===== config.mk =====
export PLATFORM = sky130hd
export DESIGN_NAME = result_drain
export DESIGN_NICKNAME = d
export VERILOG_FILES = /design/src/rtl/result_drain.sv
export SDC_FILE = /design/constraint.sdc
export NUM_CORES = 1
export LEC_CHECK = 0
export BUFFER_PORTS_ARGS = -buffer_cell sky130_fd_sc_hd__buf_2
export CORE_MARGIN = 3
export CORE_UTILIZATION = 39
export DETAILED_ROUTE_END_ITERATION = 8
export GPL_ROUTABILITY_DRIVEN = 0
export PLACE_DENSITY_LB_ADDON = 0.2
export SYNTH_ARGS = -nofsm -noshare
export SYNTH_HDL_FRONTEND = slang
export SYNTH_SLANG_ARGS = --single-unit

===== constraint.sdc =====
create_clock -name clk -period 17.95 [get_ports clk]
set_clock_uncertainty 0.1 [all_clocks]
set_input_delay 2.6925 -clock clk [delete_from_list [all_inputs] [get_ports clk]]
set_output_delay 2.6925 -clock clk [all_outputs]
set_load 0.01 [all_outputs]

===== src/rtl/result_drain.sv =====
// result_drain: double-buffered result frame drain.
// Captures whole result frames (words x (dw+1) bits plus a base word address)
// into two ping-pong buffers and streams them out one word per handshake,
// with the address of each word being base_addr + k.
//
// Ports:
//   clk, n_reset             clock, asynchronous active-low reset
//   load_valid/load_ready    frame offer / buffer-free (registered)
//   load_data, base_addr     frame payload and destination address of word 0
//   out_valid/out_ready      output word handshake
//   out_data, out_addr       current word and its destination address
//   out_last                 current word is the final word of its frame
//   busy                     at least one buffer occupied
//   frame_count              completed frames, modulo 256
module result_drain #(
    parameter int unsigned dw    = 31,
    parameter int unsigned aw    = 31,
    parameter int unsigned words = 8
) (
    input  logic                     clk,
    input  logic                     n_reset,
    input  logic                     load_valid,
    output logic                     load_ready,
    input  logic [words*(dw+1)-1:0]  load_data,
    input  logic [aw:0]              base_addr,
    output logic                     out_valid,
    input  logic                     out_ready,
    output logic [dw:0]              out_data,
    output logic [aw:0]              out_addr,
    output logic                     out_last,
    output logic                     busy,
    output logic [7:0]               frame_count
);

    localparam int unsigned W  = dw + 1;
    localparam int unsigned AW = aw + 1;
    localparam int unsigned FW = words * W;
    localparam int unsigned KW = (words > 1) ? $clog2(words) : 1;
    localparam logic [KW-1:0] K_LAST = KW'(words - 1);

    typedef enum logic {
        IDLE  = 1'b0,
        DRAIN = 1'b1
    } state_t;

    state_t state, state_nxt;

    logic [FW-1:0] buf_data [2];
    logic [aw:0]   buf_addr [2];

    logic [1:0]    full, full_nxt;
    logic          wr_ptr, wr_nxt;
    logic          rd_ptr, rd_nxt;
    logic [KW-1:0] k, k_nxt;
    logic [7:0]    fc_nxt;

    logic          accept_c, hs_c, last_hs_c;
    logic [FW-1:0] src_data;
    logic [aw:0]   src_addr;

    logic          out_valid_nxt, out_last_nxt, busy_nxt, load_ready_nxt;
    logic [dw:0]   out_data_nxt;
    logic [aw:0]   out_addr_nxt;

    // Next-state and registered-output computation
    always_comb begin
        state_nxt      = state;
        full_nxt       = full;
        wr_nxt         = wr_ptr;
        rd_nxt         = rd_ptr;
        k_nxt          = k;
        fc_nxt         = frame_count;
        src_data       = buf_data[rd_ptr];
        src_addr       = buf_addr[rd_ptr];
        out_valid_nxt  = 1'b0;
        out_data_nxt   = '0;
        out_addr_nxt   = '0;
        out_last_nxt   = 1'b0;

        accept_c  = load_valid && load_ready;
        hs_c      = (state == DRAIN) && out_ready;
        last_hs_c = hs_c && (k == K_LAST);

        if (hs_c) begin
            k_nxt = last_hs_c ? '0 : k + KW'(1);
        end

        if (last_hs_c) begin
            full_nxt[rd_ptr] = 1'b0;
            rd_nxt           = ~rd_ptr;
            fc_nxt           = frame_count + 8'd1;
        end

        // load_ready guarantees wr_ptr names a buffer that is empty by this edge
        if (accept_c) begin
            full_nxt[wr_ptr] = 1'b1;
            wr_nxt           = ~wr_ptr;
        end

        case (state)
            IDLE:    if (accept_c) state_nxt = DRAIN;
            DRAIN:   if (last_hs_c && !full_nxt[rd_nxt]) state_nxt = IDLE;
            default: state_nxt = IDLE;
        endcase

        // The frame being presented next may be the one captured on this edge
        if (accept_c && (wr_ptr == rd_nxt)) begin
            src_data = load_data;
            src_addr = base_addr;
        end else begin
            src_data = buf_data[rd_nxt];
            src_addr = buf_addr[rd_nxt];
        end

        out_valid_nxt = (state_nxt == DRAIN);
        if (out_valid_nxt) begin
            out_data_nxt = W'(src_data >> (W * 32'(k_nxt)));
            out_addr_nxt = src_addr + AW'(k_nxt);
            out_last_nxt = (k_nxt == K_LAST);
        end

        busy_nxt       = |full_nxt;
        load_ready_nxt = ~&full_nxt;
    end

    // Control state and registered outputs
    always_ff @(posedge clk or negedge n_reset) begin
        if (!n_reset) begin
            state       <= IDLE;
            full        <= '0;
            wr_ptr      <= 1'b0;
            rd_ptr      <= 1'b0;
            k           <= '0;
            frame_count <= '0;
            out_valid   <= 1'b0;
            out_data    <= '0;
            out_addr    <= '0;
            out_last    <= 1'b0;
            busy        <= 1'b0;
            load_ready  <= 1'b1;
        end else begin
            state       <= state_nxt;
            full        <= full_nxt;
            wr_ptr      <= wr_nxt;
            rd_ptr      <= rd_nxt;
            k           <= k_nxt;
            frame_count <= fc_nxt;
            out_valid   <= out_valid_nxt;
            out_data    <= out_data_nxt;
            out_addr    <= out_addr_nxt;
            out_last    <= out_last_nxt;
            busy        <= busy_nxt;
            load_ready  <= load_ready_nxt;
        end
    end

    // Frame storage; contents are meaningful only while the matching full bit is set
    always_ff @(posedge clk) begin
        if (accept_c) begin
            buf_data[wr_ptr] <= load_data;
            buf_addr[wr_ptr] <= base_addr;
        end
    end

endmodule

==> Yosys cells after proc, flatten, opt, wreduce, memory -nomap -nowiden <==
Memory sizes are Yosys's and may differ from the RTL's.
Cells that the tools add are included.
{ "totals": {"n_memories": 2, "ram_bits": 576, "regBits": 83, "inputBits": 292, "word_cells": 62} }
{ "op_classes": {"reduce_logical": 11, "magnitude_cmp": 5, "muxes": 20, "eq_ne": 3, "addsub": 3, "bitwise": 6, "n_shift": 1} }
{ "mem_list": {"columns": ["name", "depth", "width", "rd", "rd_ports_with_merged_regs", "write_ports", "line_no", "text"], "rows": [
  ["buf_data", 2, 256, 1, 0, 1, "48", "logic [FW-1:0] buf_data [2];"],
  ["buf_addr", 2, 32, 1, 0, 1, "49", "logic [aw:0] buf_addr [2];"]
]} }
{ "ops": {"columns": ["cell", "count"], "rows": [
  ["two-way mux 256 bit", 1],
  [">> shifter 256 x 8 -> 32 bit", 1],
  ["two-way mux 32 bit", 3],
  ["adder 32 x 3 -> 32 bit", 1],
  ["two-way mux 1 bit", 9],
  ["adder 8 x 1 -> 8 bit, second input constant", 1],
  ["logical AND 1 bit", 7],
  ["equality test 3 bit, second input constant", 2],
  ["< comparator 1 x 2 -> 1 bit, second input constant", 3],
  ["two-way mux 3 bit", 2],
  ["two-way mux 2 bit", 2],
  ["adder 3 x 1 -> 3 bit, second input constant", 1],
  ["inverter 1 bit", 3],
  ["bitwise AND 2 bit", 1],
  ["demux 1 bit (select 1 bit)", 2],
  [">= comparator 1 bit, second input constant", 2],
  ["zero test 1 bit", 2],
  ["inverter 2 bit", 1],
  ["bitwise OR 2 bit", 1],
  ["one-hot mux 1 bit (2 select lines)", 1],
  ["AND reduction 2 bit", 1],
  ["OR reduction 2 bit", 1],
  ["equality test 1 bit", 1]
]} }

==> Depth between registers and ports, before layout <==
{ "depth": {"word_depth": 16, "depth_mapped": 23, "mapped_depth_nobuf": 16} }

==> Least setup slack after synthesis <==
OpenSTA, ideal clock, no wires.
{ "synth_timing": {"path_kind": "in2reg", "from": "in load_valid", "to": "reg out_addr[12]", "arrival_time_ps": 20265, "path_slack_ps": -2547, "stages": 15, "path_cell_list": "nand2_1 -> buf_2 -> buf_1 -> nor2_1 -> a21oi_1 -> clkbuf_1 -> a31oi_1 -> ha_1 -> fa_1 -> a21o_1 -> nand3_1 -> or3_1 -> or4_1 -> xnor2_1 -> nor2_1"} }
{ "synth_between": {"elab_chain_cells": 9, "word_cells_on_any_way": 13, "classes_between": "add/sub: 1; mux: 8; reduce/logical: 4"} }
{ "synth_rtl": {"columns": ["element", "line_no", "text"], "rows": [
  ["from (decl)", "22", "input logic load_valid,"],
  ["logical AND 1 bit *", "80", "accept_c = load_valid && load_ready;"],
  ["branches (longest 7 deep; another with adder 32 x 3 -> 32 bit)", null, null],
  ["two-way mux 32 bit *", "116", "if (out_valid_nxt) begin"],
  ["named net out_addr_nxt[12]", "63", "logic [aw:0] out_addr_nxt;"],
  ["to (signal assigned)", "150", "out_addr <= out_addr_nxt;"],
  ["to (decl)", "29", "output logic [aw:0] out_addr,"]
]} }
Mark *: on every way through the listed nets, which the timed path passes. The select of a mux whose other input is x is not followed.
A chain may end at the register's enable or synchronous reset.

==> Worst setup path in the final report <==
{ "layout_timing": {"from": "in out_ready", "to": "reg out_addr[24]"} }
{ "layout_between": {"elab_chain_cells": 12, "word_cells_on_any_way": 20, "classes_between": "add/sub: 1; eq/ne: 1; mux: 11; bitwise: 1; reduce/logical: 5; memory: 1"} }
{ "layout_rtl": {"columns": ["element", "line_no", "text"], "rows": [
  ["from (decl)", "27", "input logic out_ready,"],
  ["logical AND 1 bit *", "81", "hs_c = (state == DRAIN) && out_ready;"],
  ["branches (longest 10 deep; another with memory read (2 x 32 bit))", null, null],
  ["two-way mux 32 bit *", "116", null],
  ["named net out_addr_nxt[24]", "63", null]
]} }
Marked as above.

==> flow_metrics.py <==
metrics = {
    "run_status": {
        "outcome": "finished, final reports clean",
    },
    "setup_path": {
        "critPathKind": "in -> reg",
        "required_ns": 18.28,
        "slowest_stage": "buf_4",
        "cp-end-kind": "register",
        "worstReg2RegStart": "k[0]$_DFF_PN0_",
        "path_buf_inv": 3,
        "cp_top_family": "simple AND/OR/NAND/NOR gates",
        "crit_chain": "buf_2, and3_1, xnor2_4, buf_4, nor2_1, a21oi_4, buf_4, nor2_1, a31oi_1, ha_1, fa_1, a21o_1, nand3_1, or3_1, nor4_1, a31o_1, a21oi_1",
        "critPathMaxFanout": 64,
        "rr_worst_depth": 18,
        "ff2ff_setup_slack_ns": 12.44,
        "arrival_ns": 7.17,
        "timing.rr.end": "out_addr[24]$_DFF_PN0_",
        "cpPeakStageDelay_ns": 0.61,
        "startpoint_type": "input pin",
    },
    "drt": {
        "route.detailed.drc": 0,
        "via_per_inst": 5.505,
        "antenna_left": 0,
        "firstDrtPassIters": 5,
        "vias": 18200,
        "drtIter0Drc": 1624,
        "routed_wl_um": 78820,
        "post_drt_wl_per_cell_um": 23.84,
    },
    "yosys": {
        "async_reset_ff_share_pct": 12.59,
        "ys_top_cells_by_area": "edfxtp_1 (61%), mux4_2 (10%), dfrtp_1 (7.3%)",
        "synth-main-ff-cell": "edfxtp_1",
        "synth_cell_types": 56,
        "synth_top_area_share_pct": 61.26,
        "ys_seq_area_share_pct": 68.62,
        "netlist_area_mm2": 0.02824,
        "synth_edf_count": 576,
        "yosysWarnings": 0,
        "post-synth-top-count-cell": "edfxtp_1",
        "yosys.area.top_type": "edfxtp_1",
        "syn_inst": 1937,
        "synth_area_per_cell_um2": 14.58,
        "synth_commonest_cells": "edfxtp_1 (576), nand2_1 (345), mux4_2 (128), clkbuf_1 (102), nor2_1 (102)",
        "syn-num-nets": 2236,
        "synth_seq_cells": 659,
    },
    "global_routing": {
        "overflow": 0,
        "grt_max_degree": 152,
        "first_global_vias": 18250,
        "track_usage_pct": 20.65,
        "grt_pass1_wl_um": 117000,
        "antenna_found_initial": 54,
    },
    "sta": {
        "finalMaxSlewViolations": 0,
        "timing.final.crit_share_pct": 38.12,
        "fmax_ghz": 0.1461,
        "rsz0062_at_grt": "false",
        "hold_viol": 0,
        "tightest_slew_ns": 1.102,
        "setup_viol": 0,
        "slew_headroom_pct": 26.53,
        "fin_setup_tns_ns": 0,
        "min_period_ns": 6.843,
    },
    "power": {
        "p_per_area_mw_per_mm2": 176.8,
        "leakage_nw": 11.89,
        "ir_drop_v": 0.0001342,
    },
    "place": {
        "dp.cells": 3137,
        "dpl.hpwl_um": 49320,
        "portBuffers": 367,
    },
    "clock_network": {
        "numCtsBuffers": 74,
        "cts_buffer_depth": 3,
        "worst_setup_hold_path_clk_slew_ns": 0.06,
        "cts_tree": "done",
        "cts_sinks": 659,
        "htreeDepth": 3,
        "postCtsSetupBuffers": 0,
        "clock-root-buffer": "clkbuf_16",
        "cts_hold_buf": 0,
        "clkLatencyLatePin_ns": 0.60,
        "ctsResizeCount": 0,
    },
    "worst_hold_path": {
        "hp-start": "frame_count[7]$_DFFE_PN0P_",
        "hold-path-cell-count": 1,
        "min_to": "frame_count[7]$_DFFE_PN0P_",
        "min_path_type": "reg -> reg",
    },
    "layout": {
        "drive_gt1_share_pct": 27.96,
        "area_growth_pct": 18.47,
        "fin_nets": 2562,
        "final_cells": 3306,
        "fillCellCount": 6414,
    },
    "job": {
        "drv_cap": 0,
    },
    "floorplanning": {
        "ios": 368,
        "initial_core_util_pct": 39.43,
        "die_h_um": 275.1,
        "dieArea_mm2": 0.07566,
        "die_w_um": 275.1,
        "row_count": 98,
        "core-area_mm2": 0.07161,
    },
}
-- registers in the layout (all words and copies together), names as in the netlist --
signal	flops
buf_addr	64
k	3
out_last	1
wr_ptr	1
frame_count	8
out_data	32
out_addr	32
load_ready	1
rd_ptr	1
busy	1
buf_data	512
state	1
full	2
-- layer usage --
metal  GRT usage, %  share of wire [%]
met4          7.893                3.0
met5              0               0.37
met3          7.117                9.0
met1          27.03                 40
met2          31.81                 47
-- how the worst max path moves through the flow --
stage	from	endpoint	slack (ns)	cells past startpoint
floorplan	load_valid	out_addr[12]$_DFF_PN0_	3.19	15
global placement	load_valid	out_addr[19]$_DFF_PN0_	10.53	13
detailed placement	load_valid	out_addr[19]$_DFF_PN0_	10.43	13
CTS	load_valid	out_addr[19]$_DFF_PN0_	11.08	13
global route	load_valid	out_addr[19]$_DFF_PN0_	10.67	13
finish	out_ready	out_addr[24]$_DFF_PN0_	11.11	17
-- cell type report --
class                   count  area [µm²]  share of cell area, %
flip-flops and latches    659       19370                  57.92
clock buffers             112        2157                  6.448
well taps                 950        1189                  3.553
inverters                  13       77.57                 0.2319
clock inverters            26       241.5                 0.7219
multi-input cells        1124        8277                  24.74
repair buffers            391        2057                  6.149
diodes                     31       77.57                 0.2319
-- layout by cell type (no fill, tap or decap), types with 8 or more instances in the layout --
cell,instances
edfxtp_1,576
buf_2,366
nand2_1,345
mux4_2,128
nor2_1,100
nor3_1,86
dfrtp_1,82
clkbuf_16,76
a311oi_1,74
a31oi_1,57
a21oi_1,55
and3_1,54
nand3_1,44
diode_2,31
o211ai_1,28
o21ai_0,26
clkbuf_1,24
buf_4,22
a211oi_1,18
xnor2_1,17
clkbuf_8,12
clkinv_2,10
nand4_1,10
inv_1,8
-- where the power goes --
| part | leakage (nW) | internal, mW | total, mW | switching (mW) |
|---|---|---|---|---|
| Sequential | 6.22 | 1.98 | 2.06 | 0.0791 |
| Clock | 1.17 | 0.877 | 1.48 | 0.607 |
| Combinational | 4.49 | 0.879 | 2.37 | 1.50 |
| Total | 11.9 | 3.73 | 5.92 | 2.18 |
-- metrics by stage --
step                      worst slack (ns)  power (mW)  utilization [%]  area (µm²)  hold WS [ns]
after global placement               10.53       4.467            43.26       30970        0.3670
after global routing                 10.67       6.283            46.67       33420        0.4022
after CTS                            11.08       5.998            46.61       33370        0.3838
after detailed placement             10.43       4.496            43.26       30970        0.3719
final                                11.11       5.915            46.71       33450        0.3830
after floorplan                      3.186       3.768                -       28240        0.3793
-- logic make-up after synthesis --
family / Yosys count / synth area share [%]
AO/OA/AOI/OAI: 291 / 7.072
flip-flops: 659 / 68.62
buffers and inverters: 154 / 2.295
AND/OR/NAND/NOR: 674 / 10.64
XOR/XNOR: 21 / 0.7179
multiplexers: 131 / 10.32
adder cells (fa/ha/maj): 7 / 0.3368
No activity file was read; power rests on OpenSTA's default activity.
